**src/rtl/mem_pkg.sv**
```systemverilog
// mem_pkg: shared BRAM geometry defaults and controller state encoding
package mem_pkg;
  localparam int ADDR_W_DEF = 10;
  localparam int DATA_W_DEF = 16;
  typedef enum logic {ST_INIT = 1'b0, ST_RUN = 1'b1} state_e;
endpackage

```
**src/rtl/mem_port_arbiter.sv**
```systemverilog
// mem_port_arbiter: same-address conflict detection with alternating winner
module mem_port_arbiter #(
  parameter int ADDR_W = 10
) (
  input  logic              clk,
  input  logic              reset,
  input  logic              run,
  input  logic              a_valid,
  input  logic              b_valid,
  input  logic              a_we,
  input  logic              b_we,
  input  logic [ADDR_W-1:0] a_addr,
  input  logic [ADDR_W-1:0] b_addr,
  output logic              a_ready,
  output logic              b_ready
);
  logic conflict, prio_q, prio_d;
  always_comb begin
    conflict = a_valid && b_valid && (a_addr == b_addr) && (a_we || b_we);
    a_ready  = run && !(conflict && prio_q);
    b_ready  = run && !(conflict && !prio_q);
    prio_d   = (run && conflict) ? !prio_q : prio_q;
  end
  // prio_q=0 means A wins the next conflict
  always_ff @(posedge clk)
    if (reset) prio_q <= 1'b0;
    else prio_q <= prio_d;
endmodule

```
**src/rtl/mem_access_ctrl.sv**
```systemverilog
// mem_access_ctrl: dual-requester BRAM controller with post-reset clear sweep
module mem_access_ctrl
  import mem_pkg::*;
#(
  parameter int ADDR_W     = ADDR_W_DEF,
  parameter int DATA_W     = DATA_W_DEF,
  parameter int INIT_CLEAR = 1
) (
  input  logic              clk,
  input  logic              reset,
  input  logic              a_valid,
  output logic              a_ready,
  input  logic              a_we,
  input  logic [ADDR_W-1:0] a_addr,
  input  logic [DATA_W-1:0] a_wdata,
  output logic              a_rvalid,
  output logic [DATA_W-1:0] a_rdata,
  input  logic              b_valid,
  output logic              b_ready,
  input  logic              b_we,
  input  logic [ADDR_W-1:0] b_addr,
  input  logic [DATA_W-1:0] b_wdata,
  output logic              b_rvalid,
  output logic [DATA_W-1:0] b_rdata,
  output logic [ADDR_W-1:0] ram_addr_a,
  output logic [DATA_W-1:0] ram_din_a,
  output logic              ram_we_a,
  input  logic [DATA_W-1:0] ram_dout_a,
  output logic [ADDR_W-1:0] ram_addr_b,
  output logic [DATA_W-1:0] ram_din_b,
  output logic              ram_we_b,
  input  logic [DATA_W-1:0] ram_dout_b,
  output logic              init_done
);
  state_e            state_q, state_d;
  logic [ADDR_W-1:0] cnt_q, cnt_d;
  logic              a_rv_q, a_rv_d, b_rv_q, b_rv_d;
  logic              run, sweep, a_rdy, b_rdy;
  // reset gates everything combinationally so nothing escapes during reset
  assign run   = (state_q == ST_RUN) && !reset;
  assign sweep = (state_q == ST_INIT) && !reset;
  mem_port_arbiter #(.ADDR_W(ADDR_W)) u_arb (
    .clk(clk), .reset(reset), .run(run),
    .a_valid(a_valid), .b_valid(b_valid), .a_we(a_we), .b_we(b_we),
    .a_addr(a_addr), .b_addr(b_addr), .a_ready(a_rdy), .b_ready(b_rdy)
  );
  always_ff @(posedge clk)
    if (reset) begin
      state_q <= (INIT_CLEAR != 0) ? ST_INIT : ST_RUN;
      cnt_q   <= '0;
      a_rv_q  <= 1'b0;
      b_rv_q  <= 1'b0;
    end else begin
      state_q <= state_d;
      cnt_q   <= cnt_d;
      a_rv_q  <= a_rv_d;
      b_rv_q  <= b_rv_d;
    end
  always_comb begin
    cnt_d   = (state_q == ST_INIT) ? cnt_q + ADDR_W'(1) : cnt_q;
    state_d = (state_q == ST_INIT && cnt_q == '1) ? ST_RUN : state_q;
    a_rv_d  = a_valid && a_rdy && !a_we;
    b_rv_d  = b_valid && b_rdy && !b_we;
  end
  always_comb begin
    a_ready    = a_rdy;
    b_ready    = b_rdy;
    ram_addr_a = sweep ? cnt_q : a_addr;
    ram_din_a  = sweep ? '0 : a_wdata;
    ram_we_a   = sweep || (a_valid && a_rdy && a_we);
    ram_addr_b = b_addr;
    ram_din_b  = b_wdata;
    ram_we_b   = b_valid && b_rdy && b_we;
    a_rvalid   = a_rv_q && !reset;
    b_rvalid   = b_rv_q && !reset;
    a_rdata    = a_rvalid ? ram_dout_a : '0;
    b_rdata    = b_rvalid ? ram_dout_b : '0;
    init_done  = run;
  end
endmodule

```
**config.mk**
```make
export PLATFORM = sky130hd
export DESIGN_NAME = mem_access_ctrl
export DESIGN_NICKNAME = d
export VERILOG_FILES = /design/src/rtl/mem_pkg.sv /design/src/rtl/mem_port_arbiter.sv /design/src/rtl/mem_access_ctrl.sv
export SDC_FILE = /design/constraint.sdc
export NUM_CORES = 1
export LEC_CHECK = 0
export CORE_ASPECT_RATIO = 0.6
export CORE_MARGIN = 8
export CORE_UTILIZATION = 23
export CTS_CLUSTER_SIZE = 30
export DETAILED_ROUTE_END_ITERATION = 10
export GPL_TIMING_DRIVEN = 0
export PLACE_DENSITY = 0.78
export SLEW_MARGIN = 15
export SYNTH_ARGS = -nofsm -noshare
export SYNTH_HDL_FRONTEND = slang
export SYNTH_SLANG_ARGS = --single-unit
```
**constraint.sdc**
```tcl
create_clock -name clk -period 1.64 [get_ports clk]
set_clock_uncertainty 0.05 [all_clocks]
set_input_delay 0.246 -clock clk [delete_from_list [all_inputs] [get_ports clk]]
set_output_delay 0.246 -clock clk [all_outputs]
set_load 0.02 [all_outputs]
```
==> PnR_summary.wiki <==
{| class="wikitable"
! Metric !! Value
|-
| Outcome || finished with violations
|-
| Violations in the final reports || setup timing
|-
| Number of I/O pins || about 180
|-
| Syn Std Cell Area || approximately 1400 um^2
|-
| Synthesized flop and latch total || 14
|-
| Number of enable flip-flop cells after synthesis || 0
|-
| Max-cap violation count || 0
|-
| Buffer cell driving the clock tree root || sky130_fd_sc_hd__clkbuf_8
|-
| H-tree level count || 1
|-
| Row Count || 22
|-
| Setup violators final || 10
|-
| Detail Placement HPWL || around 5700 um
|-
| Clock latency of the later-clocked register in the worst-skew pair || 0.25 ns
|-
| Final min period || about 1.9 ns
|-
| Count of warnings emitted by yosys || 0
|-
| Slew HR || 69.7%
|-
| Initial antenna violation count || 0
|-
| Yosys top cell area share || around a fifth
|-
| Post-CTS clock slew at the launch and capture registers of the worst setup and hold paths || ~0.060 ns
|-
| Port buffer count || 163
|-
| Critical Path Source Type || input port
|-
| Utilization of the core after routing || a little over half
|-
| Die area || about 8800 um^2
|-
| Leading post-synthesis cells by instance count || sky130_fd_sc_hd__and2_1, sky130_fd_sc_hd__buf_4, sky130_fd_sc_hd__nor2b_1
|-
| LEAKAGE || between 1.5 and 2 nW
|-
| Worst reg-to-reg path cell count || 4
|-
| Die outline height || around 76 um
|-
| Post-synthesis async set-or-reset flop share || 0%
|-
| Post-synthesis to final-layout area growth || 136%
|-
| Unique masters post-synth || 30
|-
| Net count of the mapped netlist || 265
|-
| Clock sinks || 14
|-
| Clock buffer depth || 2
|-
| Transition time at the pin with the least slew margin || around 0.45 ns
|-
| Routability Congestion || around 0.79
|-
| Post-route total power || 1.30 mW
|-
| Post-layout worst setup margin || -0.220 ns
|-
| Sequential cell area fraction in the yosys report || roughly a fifth
|-
| Post-Route Hold Slack || ~0.26 ns
|-
| DRC violation count after routing || 0
|-
| Minimum setup slack after placement || -1.10 ns
|-
| Die X || between 100 and 150 um
|-
| CTS tree || yes
|-
| CP endpoint kind || output pin
|-
| Crit path required time || approximately 1.3 ns
|-
| Drt pass-1 iters || 4
|-
| Total number of vias || ~1800
|-
| CP Data Arrival Time || about 1.6 ns
|-
| Fraction of the cycle the final worst path needs || 113%
|-
| Yosys top cell by area || sky130_fd_sc_hd__dfxtp_1
|-
| Routed len/inst || about 16 um
|-
| First-pass GRT wire length || between 9000 and 10000 um
|-
| Number of cells traversed by the worst hold path || 2
|-
| CP Max Fanout || 3
|-
| Critical path class || in -> out
|-
| Effective utilization at floorplan || 23.2%
|-
| Mean cell area of the mapped netlist || between 7 and 8 um^2
|-
| Number of global-route vias before repair || between 1500 and 2000
|-
| Number of nets in the final layout || 439
|-
| Synthesized instance count || between 150 and 200
|-
| Power density over the cells || ~400 nW/um^2
|-
| Post-DRT Antenna Nets || 0
|-
| Final max-slew violation count || 0
|-
| Maximum number of pins on one net before global-route repair || 11
|-
| RSZ-0062 raised after global routing || true
|-
| Number of buffers added by the clock tree synthesis step || 3
|-
| Flop-to-flop setup slack || about 0.22 ns
|-
| Final Hold Fails || 0
|-
| Number of diodes added for antenna fixing || 0
|-
| Vias per inst || about 4.1
|-
| Area inside the core boundary || around 5900 um^2
|-
| Primary flip-flop cell chosen by synthesis mapping || sky130_fd_sc_hd__dfxtp_1
|-
| Most common cell in the synthesized netlist || sky130_fd_sc_hd__and2_1
|-
| Worst min-delay path class || in -> reg
|-
| Ratio of cells with drive above 1 in the final layout || 36.6%
|-
| Routed Wire Length || a little under 7000 um
|-
| Total GRT Usage || 14.0%
|-
| Maximum resistive drop on vdd || 225 uV
|-
| Maximum frequency from static timing analysis || 538 MHz
|-
| Synth area leaders || sky130_fd_sc_hd__dfxtp_1, sky130_fd_sc_hd__and2_1, sky130_fd_sc_hd__buf_4, sky130_fd_sc_hd__nor2b_1, sky130_fd_sc_hd__mux2_2
|-
| Detailed Route Iter0 Violations || 64
|-
| Number of hold-repair buffers added at the cts stage || 0
|-
| Remaining Overflow, GRT || 0
|}
-- sequential cells by signal, indices dropped and copies added (netlist names) --
name and flops:
a_rv_q 1, b_rv_q 1, cnt_q 10, state_q 1
u_arb.prio_q 1
-- power breakdown --
group | switching (mW) | internal (mW) | leakage [nW]
combinational | 0.241 | 0.362 | 1.42
sequential | 0.00785 | 0.345 | 0.114
clock | 0.128 | 0.213 | 0.0288
total | 0.377 | 0.920 | 1.56
-- path summary, 6_finish.rpt --
path / start / to
max: a_addr[1] / ram_we_a
max reg2reg: state_q$_SDFFE_PP0P_ / u_arb.prio_q$_SDFFE_PP0P_
min: b_we / b_rv_q$_SDFF_PP0_
min reg2reg: cnt_q[9]$_SDFFE_PP0N_ / state_q$_SDFFE_PP0P_
-- layout by cell type (no fill, tap or decap), types with 3 or more instances in the layout --
cell and n:
sky130_fd_sc_hd__a21oi_1 4, sky130_fd_sc_hd__and2_1 32, sky130_fd_sc_hd__buf_2 33, sky130_fd_sc_hd__buf_4 35, sky130_fd_sc_hd__buf_6 19, sky130_fd_sc_hd__buf_8 3
sky130_fd_sc_hd__clkbuf_8 5, sky130_fd_sc_hd__clkdlybuf4s15_1 8, sky130_fd_sc_hd__clkdlybuf4s50_1 74, sky130_fd_sc_hd__dfxtp_1 13, sky130_fd_sc_hd__dlygate4sd2_1 26, sky130_fd_sc_hd__mux2_4 9
sky130_fd_sc_hd__nand2_1 3, sky130_fd_sc_hd__nand4_1 3, sky130_fd_sc_hd__nor2_1 11, sky130_fd_sc_hd__nor2b_1 16, sky130_fd_sc_hd__nor2b_4 3, sky130_fd_sc_hd__xnor2_1 7
sky130_fd_sc_hd__xnor2_2 3, sky130_fd_sc_hd__xor2_1 8
-- cell type report --
cell class                      instances  area, um^2
Fill cell                             582        2690
Timing Repair Buffer                  171        1520
Multi-Input combinational cell        125        1030
Sequential cell                        14         284
Buffer                                 31         248
Tap cell                               84         105
Clock buffer                            4        55.1
Inverter                                2        7.51
-- logic make-up (layout without fill, tap and decap cells) --
| group | Yosys count | in the layout | share of synthesized area, % |
|---|---|---|---|
| AO/OA/AOI/OAI | 6 | 6 | 2.63 |
| AND/OR/NAND/NOR | 87 | 87 | 37.8 |
| adder cells (fa/ha/maj) | 1 | 1 | 0.906 |
| XOR/XNOR | 19 | 19 | 12.0 |
| flip-flops | 14 | 14 | 20.3 |
| buffers and inverters | 35 | 208 | 16.7 |
| multiplexers | 12 | 12 | 9.69 |
-- per-stage QoR --
stage	std cells	setup TNS, ns	area (um^2)
floorplan	174	-0.578	1420
global placement	421	-34.49	3160
detailed placement	421	-35.72	3160
CTS	432	-1.26	3310
global route	431	-1.68	3250
finish	431	-0.883	3250
-- metal layers --
| metal | routed length (um) | GRT usage (%) | up-vias | share of wire (%) |
|---|---|---|---|---|
| met5 | 0 | 0 | - | 0 |
| met4 | 34 | 2.70 | 0 | 0.50 |
| met3 | 624 | 4.98 | 2 | 9.2 |
| met2 | 3200 | 23.8 | 81 | 47 |
| met1 | 2900 | 16.4 | 789 | 43 |
| li1 | - | - | 886 | - |
-- worst max-delay path, cell delays in order --
cell and delay (ns):
sky130_fd_sc_hd__buf_2 0.13, sky130_fd_sc_hd__xor2_4 0.16, sky130_fd_sc_hd__or4_4 0.53, sky130_fd_sc_hd__nor3_4 0.19, sky130_fd_sc_hd__a311oi_2 0.13, sky130_fd_sc_hd__buf_4 0.18
-- what timing repair did --
item	CTS	global route
setup buffers	8	3
pin swaps	15	2
resized for setup	283	61
endpoints found under the setup margin	78	50
Power figures use the tool's default switching activity.
